$ cat config.mk
export PLATFORM = sky130hd
export DESIGN_NAME = hack_mem_sequencer
export DESIGN_NICKNAME = d
export VERILOG_FILES = /design/src/rtl/hack_mem_sequencer_pkg.sv /design/src/rtl/hack_mem_sequencer_dma_arb.sv /design/src/rtl/hack_mem_sequencer.sv
export SDC_FILE = /design/constraint.sdc
export NUM_CORES = 1
export LEC_CHECK = 0
export CAP_MARGIN = 10
export CORE_ASPECT_RATIO = 0.8
export CORE_UTILIZATION = 37
export DETAILED_ROUTE_END_ITERATION = 12
export PLACE_DENSITY = 0.84
export SLEW_MARGIN = 15
export SYNTH_ARGS = -nofsm -noshare
export SYNTH_HDL_FRONTEND = slang
export SYNTH_HIERARCHICAL = 1
export SYNTH_SLANG_ARGS = --single-unit
export TNS_END_PERCENT = 100
$ cat constraint.sdc
create_clock -name clock -period 1.9 [get_ports clock]
set_input_delay 0.285 -clock clock [delete_from_list [all_inputs] [get_ports clock]]
set_output_delay 0.285 -clock clock [all_outputs]
set_load 0.01 [all_outputs]
$ cat src/rtl/hack_mem_sequencer_pkg.sv
// Shared definitions for the Hack memory sequencer: state encoding and
// instruction bit positions used to decide whether an M operand is needed.
package hack_mem_sequencer_pkg;

  localparam int INSTR_C = 15;
  localparam int A_BIT   = 12;

  typedef enum logic [2:0] {
    IDLE,
    FETCH_A,
    FETCH_D,
    READ_A,
    READ_D,
    STEP,
    DMA_A,
    DMA_D
  } state_t;

  // A C-instruction with the a-bit set reads M before it can execute.
  function automatic logic uses_m(input logic [15:0] instr);
    return instr[INSTR_C] & instr[A_BIT];
  endfunction

endpackage

$ cat src/rtl/hack_mem_sequencer_dma_arb.sv
// DMA grant decision taken at each instruction boundary, limited by a burst
// counter so the CPU always gets an instruction after DMA_BURST accesses.
module hack_dma_arb #(
  parameter int DMA_BURST = 1
) (
  input  logic clock,
  input  logic reset,
  input  logic boundary,
  input  logic dma_req,
  output logic take_dma
);

  localparam int CW = $clog2(DMA_BURST + 1);

  logic [CW-1:0] cnt;

  assign take_dma = boundary && dma_req && (cnt < CW'(DMA_BURST));

  // Any boundary that goes to the CPU restarts the burst allowance.
  always_ff @(posedge clock) begin
    if (reset) begin
      cnt <= '0;
    end else if (boundary) begin
      cnt <= take_dma ? cnt + 1'b1 : '0;
    end
  end

endmodule

$ cat src/rtl/hack_mem_sequencer.sv
// Fetch/execute sequencer for the Hack CPU on a single-port unified memory,
// with a DMA requester slotted in between instructions.
module hack_mem_sequencer
  import hack_mem_sequencer_pkg::*;
#(
  parameter int AW        = 15,
  parameter int DW        = 16,
  parameter int DMA_BURST = 1
) (
  input  logic          clock,
  input  logic          reset,
  input  logic [AW-1:0] pc,
  input  logic [AW-1:0] addressM,
  input  logic [DW-1:0] outM,
  input  logic          writeM,
  output logic [DW-1:0] instruction,
  output logic [DW-1:0] inM,
  output logic          cpu_step,
  output logic [AW-1:0] mem_addr,
  output logic [DW-1:0] mem_wdata,
  output logic          mem_we,
  input  logic [DW-1:0] mem_rdata,
  input  logic          dma_req,
  input  logic [AW-1:0] dma_addr,
  input  logic          dma_we,
  input  logic [DW-1:0] dma_wdata,
  output logic          dma_gnt,
  output logic          dma_valid,
  output logic [DW-1:0] dma_rdata
);

  state_t        state, next_state;
  logic          take_dma;
  logic          dma_rd;
  logic [DW-1:0] ir_q, inm_q, rdata_q;

  hack_dma_arb #(.DMA_BURST(DMA_BURST)) u_arb (
    .clock    (clock),
    .reset    (reset),
    .boundary (state == IDLE),
    .dma_req  (dma_req),
    .take_dma (take_dma)
  );

  // dma_rd remembers the direction of the grant so DMA_D knows whether to return data.
  always_ff @(posedge clock) begin
    if (reset) begin
      state   <= IDLE;
      ir_q    <= '0;
      inm_q   <= '0;
      rdata_q <= '0;
      dma_rd  <= 1'b0;
    end else begin
      state <= next_state;
      if (state == FETCH_D) ir_q <= mem_rdata;
      if (state == READ_D) inm_q <= mem_rdata;
      if (state == DMA_A) dma_rd <= ~dma_we;
      if (state == DMA_D && dma_rd) rdata_q <= mem_rdata;
    end
  end

  always_comb begin
    next_state = state;
    mem_addr   = pc;
    mem_wdata  = outM;
    mem_we     = 1'b0;
    cpu_step   = 1'b0;
    dma_gnt    = 1'b0;
    dma_valid  = 1'b0;
    case (state)
      IDLE:    next_state = take_dma ? DMA_A : FETCH_A;
      FETCH_A: next_state = FETCH_D;
      FETCH_D: next_state = uses_m(mem_rdata[15:0]) ? READ_A : STEP;
      READ_A: begin
        mem_addr   = addressM;
        next_state = READ_D;
      end
      READ_D: begin
        mem_addr   = addressM;
        next_state = STEP;
      end
      STEP: begin
        cpu_step = 1'b1;
        if (writeM) begin
          mem_we   = 1'b1;
          mem_addr = addressM;
        end
        next_state = IDLE;
      end
      DMA_A: begin
        dma_gnt    = 1'b1;
        mem_addr   = dma_addr;
        mem_wdata  = dma_wdata;
        mem_we     = dma_we;
        next_state = DMA_D;
      end
      DMA_D: begin
        dma_valid  = dma_rd;
        next_state = IDLE;
      end
      default: next_state = IDLE;
    endcase
    // Reset abandons whatever access is in flight.
    if (reset) begin
      next_state = IDLE;
      mem_we     = 1'b0;
      cpu_step   = 1'b0;
      dma_gnt    = 1'b0;
      dma_valid  = 1'b0;
    end
  end

  assign instruction = ir_q;
  assign inM         = inm_q;
  assign dma_rdata   = dma_valid ? mem_rdata : rdata_q;

endmodule
==> results of run 1 <==
==> how the worst max path moves through the flow <==
stage / end / slack, ns / depth (start not counted)
2_1_floorplan: dma_rdata[10] / 0.31 / 5
3_3_place_gp: dma_rdata[3] / -0.45 / 6
3_5_place_dp: dma_rdata[12] / -0.47 / 6
4_1_cts: dma_rdata[15] / -0.16 / 6
5_1_grt: dma_rdata[14] / -0.18 / 7
6_report: mem_addr[6] / -0.12 / 6
==> flip-flops by register name, summed over array words and instances, names as in the netlist <==
| register | flops |
|---|---|
| rdata_q | 16 |
| dma_rd | 1 |
| instruction | 16 |
| state | 3 |
| u_arb/cnt | 1 |
| inM | 16 |
==> per-stage QoR <==
stage	instance area, um^2	TNS, ns
after CTS	5420	-3.30
after global routing	5500	-5.37
after floorplan	2830	0
after global placement	4920	-16.66
after detailed placement	4920	-17.43
final	5500	-2.97
==> timing repair <==
item                                   4_1_cts  5_1_grt
endpoints found under the hold margin        0        0
pin swaps                                    6        9
setup buffers                               15        9
cloned                                       4        2
gates resized for setup                    263       32
setup endpoints to repair                   51       50
==> cell families after synthesis <==
group                  share of synthesized area, %
buffers and inverters                          7.25
muxes                                          12.7
and+or+nand+nor                                19.8
DFF                                            37.5
AOI/OAI and AO/OA                              22.8
==> cells in the final DEF (no fill, tap or decap), types with 2 or more instances in the layout <==
master | synthesis | final
nor2b_1 | 2 | 2
nand2_1 | 98 | 98
buf_4 | 5 | 44
buf_16 | 0 | 2
buf_6 | 7 | 47
mux2_4 | 0 | 24
dlygate4sd2_1 | 0 | 3
nor2_1 | 3 | 3
a21o_1 | 2 | 2
nand2b_4 | 0 | 2
clkbuf_8 | 0 | 5
mux2_2 | 31 | 8
or3b_1 | 2 | 2
clkdlybuf4s50_1 | 0 | 127
clkbuf_16 | 0 | 2
dfxtp_1 | 53 | 50
nor3b_4 | 3 | 3
a22o_1 | 16 | 16
buf_12 | 0 | 4
buf_2 | 11 | 16
a221o_1 | 15 | 15
a21oi_1 | 36 | 36
dfxtp_4 | 0 | 3
o22ai_1 | 15 | 15
nand2_8 | 0 | 3
==> final cells by class <==
cell class,instances,area share (%)
Sequential cell,53,19.5
Multi-Input combinational cell,246,31.8
Clock buffer,6,1.32
Inverter,1,0.0683
Timing Repair Buffer,246,44.3
Tap cell,105,2.39
Clock inverter,2,0.706
==> worst max-delay path, stage by stage, from the launching register on <==
cell and delay (ns):
dfxtp_4 0.38, buf_6 0.13, nor3b_4 0.15, buf_4 0.14, clkbuf_16 0.14, a221o_1 0.33
buf_2 0.14
==> per-layer routing <==
metal,vias to the layer above,global-route usage [%],wire [um]
li1,1620,-,-
met1,1627,31.0,4410
met2,171,49.9,5730
met3,22,7.57,968
met4,0,10.3,240
met5,-,0,0
==> power by group through the flow <==
stage	logic [uW]	registers [uW]	clock network [uW]
final	2270	1340	775
after global routing	2430	1360	837
after CTS	2200	1330	773
after detailed placement	2070	1330	0
after global placement	2030	1330	0
after floorplan	1060	1350	0
==> impl_results.md, run 1 <==
* Status: finished with violations
* Failing checks: negative setup slack
* CTS tree: done
* Seq/Total Area, Yosys at a little under two fifths
* Count leader, synth: nand2_1
* Die H at around 80 um
* Area of the multi-input gates at 0.00175 mm^2
* Final hold violations at 0
* Synth unique cells at 38
* Initial antenna violation count at 0
* Sink Count at 53
* Routed WL per cell at 17.2 um
* R2R Setup Slk at around 0.24 ns
* Hold path depth at 2
* Hold Buf Count CTS at 0
* Vias at 3440
* Setup crit start: state[2]$_SDFF_PP0_
* Synth Flop Type: dfxtp_1
* CP Class: reg -> out
* Setup Viol. Count Final at 41
* Die X at ~100 um
* Clock share of power at between 10% and 20%
* Max-cap violations at 0
* Unrepaired setup endpoints after global routing: true
* Critical Path RT at 1.62 ns
* Placed Instances at 625
* Top Ports at roughly 180
* Reg area at about 0.0011 mm^2
* Remaining Overflow, GRT at 0
* Layout cells sized above 1 at a little under a third
* Reg power frac at 30.6%
* Avg Inst Size Synth at 8.69 um^2
* Hpwl dp at roughly 7400 um
* DRT iter0 DRCs at approximately 230
* Net Sw Frac at between 30% and 40%
* CP startpoint kind: flop
* Vias per Instance at around 5.2
* Hold EP: instruction[10]$_SDFFE_PP0P_
* FP Rows at 28
* Core footprint at ~0.0074 mm^2
* FF-to-FF path depth at 4
* Worst slew margin at 44.7%
* Layout Cells excl Fill at approximately 660
* Synth cell count leaders: 98 x nand2_1, 53 x dfxtp_1, 36 x a21oi_1
* First-pass DRT Iterations at 4
* Layout fillers at around 550
* Worst slack at placement at -0.472 ns
* Critical path capture point type: output pin
* Worst-path clk slew at ~0.10 ns
* Synth area leaders: dfxtp_1 37%, nand2_1 13%, mux2_2 12%
* Area growth, synth to finish at 94.1%
* Util after Layout at about three quarters
* Synth area leader: dfxtp_1
* Clock Latency Late Sink at 0.31 ns
* Post-synth ARST share at 0%
* Global Route Usage Sum at 27.6%
* Buffers on Ports at between 150 and 200
* WL final at ~11000 um
* Cell Pwr Density at 798 mW/mm^2
* Clk_skew at about 0.012 ns
* Mapped cell area at between 0.002 and 0.003 mm^2
* Initial cell density of the core at 38.3%
* EDFF count, synth at 0
* Pleak at between 0.002 and 0.0025 uW
* Internal Power at 2840 uW
* Total power at approximately 4400 uW
* RR Startpoint: state[0]$_SDFF_PP0_
* Worst hold start: instruction[10]$_SDFFE_PP0P_
* Vias in the first global route at ~3500
* Synthesis-stage register bit count at 53
* GP Congestion at slightly above 0.8
* Diode count at 0
* Yosys warning total at 6
* Nets at between 600 and 700
* Minimum clock period at between 2 and 2.5 ns
* Final Max Tran Viols at 0
* Psw at around 1500 uW
* Die area at approximately 0.0080 mm^2
* Combinational Power Share at between 50% and 60%
* Measured slew at the worst slew-check pin at approximately 0.83 ns
* FMAX at 0.495 GHz
* Clock buffer count from CTS at 5
* Cells after synthesis at between 300 and 400
* Worst-path fanout max at 6
* Maximum buffer depth of the clock tree at 2
* CP Data Arrival Time at about 1.7 ns
* Syn nets at around 420
* DRC at 0
* IR drop worst, VDD at ~0.46 mV
* Final hold slack at approximately 0.47 ns
* Post-synth top area share at 37.5%
* Routed Antenna Nets at 0
* Largest net degree at the start of global routing at 40
* R2R Path End: instruction[14]$_SDFFE_PP0P_
* First-pass GRT wire length at between 15000 and 20000 um
* Final period utilization at 106%
* HP Class: reg -> reg
* Final WS setup at -0.121 ns
* Clk root buf: clkbuf_8
* H-tree levels at 2
(Power assumes the default switching activity.)
==> run 2, diff against run 1 <==
- CORE_MARGIN: unset -> 2
- CTS_CLUSTER_SIZE: unset -> 10
==> impl_results.md, run 2 (same netlist as run 1, synthesis figures left out) <==
* Routed Antenna Nets at 0
* Area growth, synth to finish at 91.7%
* DRT iter0 DRCs at 187
* Final hold violations at 0
* Worst slack at placement at -0.483 ns
* Measured slew at the worst slew-check pin at 0.929 ns
* Psw at 1570 uW
* Top Ports at between 150 and 200
* Routed WL per cell at roughly 18 um
* Layout fillers at about 510
* WL final at 11700 um
* Hold Buf Count CTS at 0
* Die area at between 0.008 and 0.009 mm^2
* Vias in the first global route at 3482
* Net Sw Frac at 35.9%
* Clock Latency Late Sink at 0.31 ns
* Die X at between 100 and 150 um
* CP Class: reg -> out
* CP startpoint kind: flop
* Nets at 648
* Critical Path RT at between 1.5 and 2 ns
* Final Max Tran Viols at 0
* CP Data Arrival Time at around 1.8 ns
* FP Rows at 28
* Commonest non-fill, non-tap cell in the layout: clkdlybuf4s50_1
* Initial cell density of the core at a little under two fifths
* CTS tree: done
* Largest net degree at the start of global routing at 40
* Unrepaired setup endpoints after global routing: true
* Failing checks: negative setup slack
* FF-to-FF path depth at 4
* HP Class: reg -> reg
* Clock buffer count from CTS at 5
* DP Area at just under 0.005 mm^2
* Sink Count at 53
* Post-route cell area at 0.00543 mm^2
* Combinational Power Share at 52.0%
* Critical path capture point type: output pin
* FMAX at 0.490 GHz
* Internal Power at about 2800 uW
* Clk_skew at ~0.0074 ns
* Clk root buf: clkbuf_8
* Global Route Usage Sum at 25.4%
* GP Congestion at ~0.81
* Diode count at 0
* Cell Pwr Density at 809 mW/mm^2
* First-pass DRT Iterations at 5
* Hpwl dp at approximately 7600 um
* Vias per Instance at between 5 and 6
* Minimum clock period at between 2 and 2.5 ns
* Buffers on Ports at 180
* DRC at 0
* Pleak at 0.00216 uW
* Clock share of power at between 10% and 20%
* Layout Cells excl Fill at roughly 660
* Setup Viol. Count Final at 42
* Worst slew margin at between 30% and 40%
* Layout cells sized above 1 at a little under a third
* Remaining Overflow, GRT at 0
* IR drop worst, VDD at about 0.50 mV
* Total power at around 4400 uW
* Maximum buffer depth of the clock tree at 2
* Status: finished with violations
* Placed Instances at roughly 620
* Core footprint at ~0.0074 mm^2
* Reg power frac at 30.4%
* H-tree levels at 2
* Hold path depth at 2
* Final hold slack at 0.463 ns
* First-pass GRT wire length at 16800 um
* Worst-path clk slew at approximately 0.10 ns
* Leading cell types in the layout, fill and taps excluded: 127 x clkdlybuf4s50_1, 97 x nand2_1, 50 x dfxtp_1
* Final period utilization at 107%
* Die H at 82.2 um
* Final WS setup at -0.142 ns
* Vias at around 3500
* Max-cap violations at 0
* Initial antenna violation count at 0
* Worst-path fanout max at 5
-- run 2: cell types whose count changed in the layout (fill, tap and decap cells not counted), sizes merged --
| cell | delta |
|---|---|
| buf | -3 |
-- run 2: routing by layer --
layer	up-vias	global-route usage (%)	wire length, um
li1	1614	-	-
met1	1722	29.4	4350
met2	173	48.6	6410
met3	18	5.05	815
met4	0	5.68	130
met5	-	0	0
-- run 2: power groups by stage --
stage,clock (uW),sequential [uW],combinational [uW]
2_1_floorplan,0,1350,1060
3_3_place_gp,0,1330,2020
3_5_place_dp,0,1330,2070
4_1_cts,777,1330,2180
5_1_grt,827,1350,2440
6_report,773,1330,2290
-- run 2: timing repair --
| action | 4_1_cts | 5_1_grt |
|---|---|---|
| gates cloned | 3 | 1 |
| pin swaps | 4 | 4 |
| endpoints found under the setup margin | 51 | 48 |
| gates resized for setup | 224 | 66 |
| buffers inserted | 14 | 9 |
-- run 2: layout make-up --
class                           count  area [um^2]  share of cell area [%]
Clock buffer                        6         72.6                    1.34
Clock inverter                      2         38.8                   0.714
Inverter                            1         3.75                  0.0691
Multi-Input combinational cell    246         1740                    32.0
Sequential cell                    53         1070                    19.8
Tap cell                          105          131                    2.42
Timing Repair Buffer              243         2370                    43.7
-- run 2: through the flow --
stage / setup TNS [ns] / util (%)
after CTS: -2.98 / 70.6
after floorplan: 0 / -
after global placement: -16.07 / 66.4
final: -2.87 / 73.4
after global routing: -5.60 / 73.4
after detailed placement: -17.81 / 66.4
-- run 2: final timing paths --
| kind | from | to | slack, ns |
|---|---|---|---|
| worst max-delay path | state[0]$_SDFF_PP0_ | mem_wdata[5] | -0.14 |
| worst min-delay path | inM[2]$_SDFFE_PP0P_ | inM[2]$_SDFFE_PP0P_ | 0.46 |
| worst max register to register | state[1]$_SDFF_PP0_ | rdata_q[12]$_SDFFE_PP0P_ | 0.17 |
| worst min register to register | inM[2]$_SDFFE_PP0P_ | inM[2]$_SDFFE_PP0P_ | 0.46 |
-- run 2: worst max-delay path: stages, from the launching register on --
cell,delay (ns)
dfxtp_4,0.38
buf_6,0.12
buf_6,0.11
nor2b_4,0.18
buf_6,0.16
nand2_8,0.07
mux2_4,0.31
buf_6,0.12
==> run 3, diff against run 2 <==
- ABC_AREA: unset -> 1
- CORE_UTILIZATION: 37 -> 39
- PLACE_DENSITY: 0.84 -> 0.85
==> impl_results.md, run 3 <==
* Post-synth top area share at 33.3%
* First-pass GRT wire length at 18700 um
* DP Area at approximately 0.0053 mm^2
* R2R Setup Slk at between 0.3 and 0.4 ns
* GR Util met1 at 30.6%
* Final hold violations at 0
* Psw at around 2100 uW
* Mux contribution to synthesized area at 0%
* Area growth, synth to finish at 66.4%
* Pleak at between 0.002 and 0.003 uW
* Synthesis-stage register bit count at 53
* Nets at a little over 800
* DRT iter0 DRCs at just over 200
* Post-synthesis xor/xnor area fraction at 0%
* Worst slack at placement at -0.394 ns
* FMAX at around 0.55 GHz
* Initial cell density of the core at around 40%
* R2R Path End: inM[11]$_SDFFE_PP0P_
* Clock share of power at between 10% and 20%
* Die H at roughly 85 um
* IR drop worst, VDD at between 0.4 and 0.5 mV
* Mapped cell area at 0.00318 mm^2
* Post-synth ARST share at 0%
* Yosys warning total at 6
* Worst hold start: instruction[13]$_SDFFE_PP0P_
* Synth cell count leaders: 184 x nand2_1, 67 x nor2_1, 65 x nand3_1
* Setup Viol. Count Final at 0
* WL final at 11600 um
* Buffers on Ports at 180
* Clk root buf: clkbuf_8
* Minimum clock period at between 1.5 and 2 ns
* Met3 global-route usage at 5.59%
* Layout cells sized above 1 at 15.7%
* Remaining Overflow, GRT at 0
* CP Class: reg -> out
* Reg power frac at a little under 30%
* Syn nets at ~630
* Critical Path RT at around 1.6 ns
* Unrepaired setup endpoints after global routing: true
* Clk_skew at around 0.0080 ns
* Hold path depth at 2
* Clock Latency Late Sink at between 0.3 and 0.4 ns
* Global Route Usage Sum at between 20% and 30%
* EDFF count, synth at 0
* CP startpoint kind: flop
* GRT Max-Usage Layer: met2
* Vias per Instance at roughly 5
* Internal Power at about 3000 uW
* Combinational Power Share at 55.3%
* Layout fillers at 736
* Top Ports at around 180
* Maximum buffer depth of the clock tree at 2
* Measured slew at the worst slew-check pin at roughly 0.63 ns
* Final WS setup at between 0.08 and 0.09 ns
* Vias at 4143
* Die X at approximately 110 um
* Final period utilization at a little over nine tenths
* Net Sw Frac at 41.2%
* CTS tree: done
* Vias in the first global route at 4093
* HP Class: reg -> reg
* Post-route cell area at approximately 0.0053 mm^2
* Hold EP: instruction[13]$_SDFFE_PP0P_
* Largest family of logic cells by synthesized area: simple AND/OR/NAND/NOR gates
* Final Max Tran Viols at 0
* Setup TNS at 0 ns
* Status: completed
* Routed Antenna Nets at 0
* Die area at approximately 0.0089 mm^2
* Sink Count at between 50 and 60
* Synth unique cells at 24
* H-tree levels at 2
* Core footprint at between 0.007 and 0.008 mm^2
* Avg Inst Size Synth at ~6 um^2
* DRC at 0
* FF-to-FF path depth at 6
* GP Congestion at a little over 0.9
* Worst-path clk slew at roughly 0.10 ns
* Max-cap violations at 0
* Final hold slack at 0.474 ns
* Leading cell types in the layout, fill and taps excluded: 181 x nand2_1, 127 x clkdlybuf4s50_1, 65 x nand3_1
* Adder-cell share of the synthesized area at 0%
* Diode count at 0
* Simple-gate area share of the yosys netlist at 42.5%
* Largest net degree at the start of global routing at 39
* Synth Flop Type: dfxtp_1
* Critical path capture point type: output pin
* First-pass DRT Iterations at 5
* Cell Pwr Density at between 900 and 1000 mW/mm^2
* Count leader, synth: nand2_1
* Worst-path fanout max at 38
* Post-synthesis compound-gate area fraction at between 10% and 20%
* Clock buffer count from CTS at 5
* Hpwl dp at 8910 um
* Routing usage on met2 at between 40% and 50%
* Synth area leaders: dfxtp_1 33%, nand2_1 22%, nand3_1 10%
* Synth area leader: dfxtp_1
* Worst slew margin at 57.9%
* Cells after synthesis at around 530
* CP Data Arrival Time at 1.53 ns
* RR Startpoint: state[1]$_SDFF_PP0_
* Routed WL per cell at approximately 14 um
* Seq/Total Area, Yosys at between 30% and 40%
* Initial antenna violation count at 0
* FP Rows at 29
* Commonest non-fill, non-tap cell in the layout: nand2_1
## run 3: repair_timing
item                       4_1_cts  5_1_grt
hold endpoints to repair         0        0
hold buffers                     0        0
setup endpoints to repair       51       47
buffers inserted                 2        0
cloned                           1        0
resized for setup              114       47
pin swaps                        2        3
## run 3: power groups by stage
stage                     Combinational [uW]  Clock, uW  Sequential [uW]
final                                   2790        785             1470
after global routing                    3060        853             1500
after CTS                               2860        798             1470
after detailed placement                2910          0             1470
after global placement                  2820          0             1460
after floorplan                         1440          0             1500
## run 3: layout make-up
type	count	area (um^2)	share of cell area (%)
inverter	46	179	3.38
multi-input combinational	398	1770	33.4
sequential	53	1070	20.3
clock buffer	5	68.8	1.30
clock inverter	3	46.3	0.874
tap	108	135	2.55
timing repair buffer	221	2030	38.3
## run 3: worst max path at each step
stage	from	cells past startpoint	end
finish	state[2]$_SDFF_PP0_	6	dma_rdata[15]
global route	state[2]$_SDFF_PP0_	6	dma_rdata[8]
CTS	state[1]$_SDFF_PP0_	9	mem_addr[14]
detailed placement	writeM	9	mem_addr[13]
global placement	writeM	9	mem_addr[10]
floorplan	state[0]$_SDFF_PP0_	6	dma_rdata[10]
## run 3: cells by family after synthesis
group                  count (synthesis)
AND/OR/NAND/NOR                      325
buffers and inverters                 80
AO/OA/AOI/OAI                         73
flip-flops                            53
## run 3: layer usage
metal | vias to the layer above | routed length [um]
met3 | 22 | 805
met4 | 0 | 272
met2 | 177 | 5790
li1 | 2058 | -
met5 | - | 0
met1 | 1886 | 4730
## run 3: worst max-delay path: stages, from the launching register on
cell and delay [ns]:
dfxtp_4 0.41, nand2_4 0.07, inv_2 0.07, nand4_2 0.10
buf_12 0.19, o21ai_1 0.14, clkdlybuf4s15_2 0.24
## run 3: through the flow
step                util (%)  power [uW]  cells
CTS                     68.0        5130    835
detailed placement      66.5        4380    824
floorplan                  -        2930    531
global route            66.9        5410    834
finish                  66.9        5040    834
global placement        66.5        4270    824
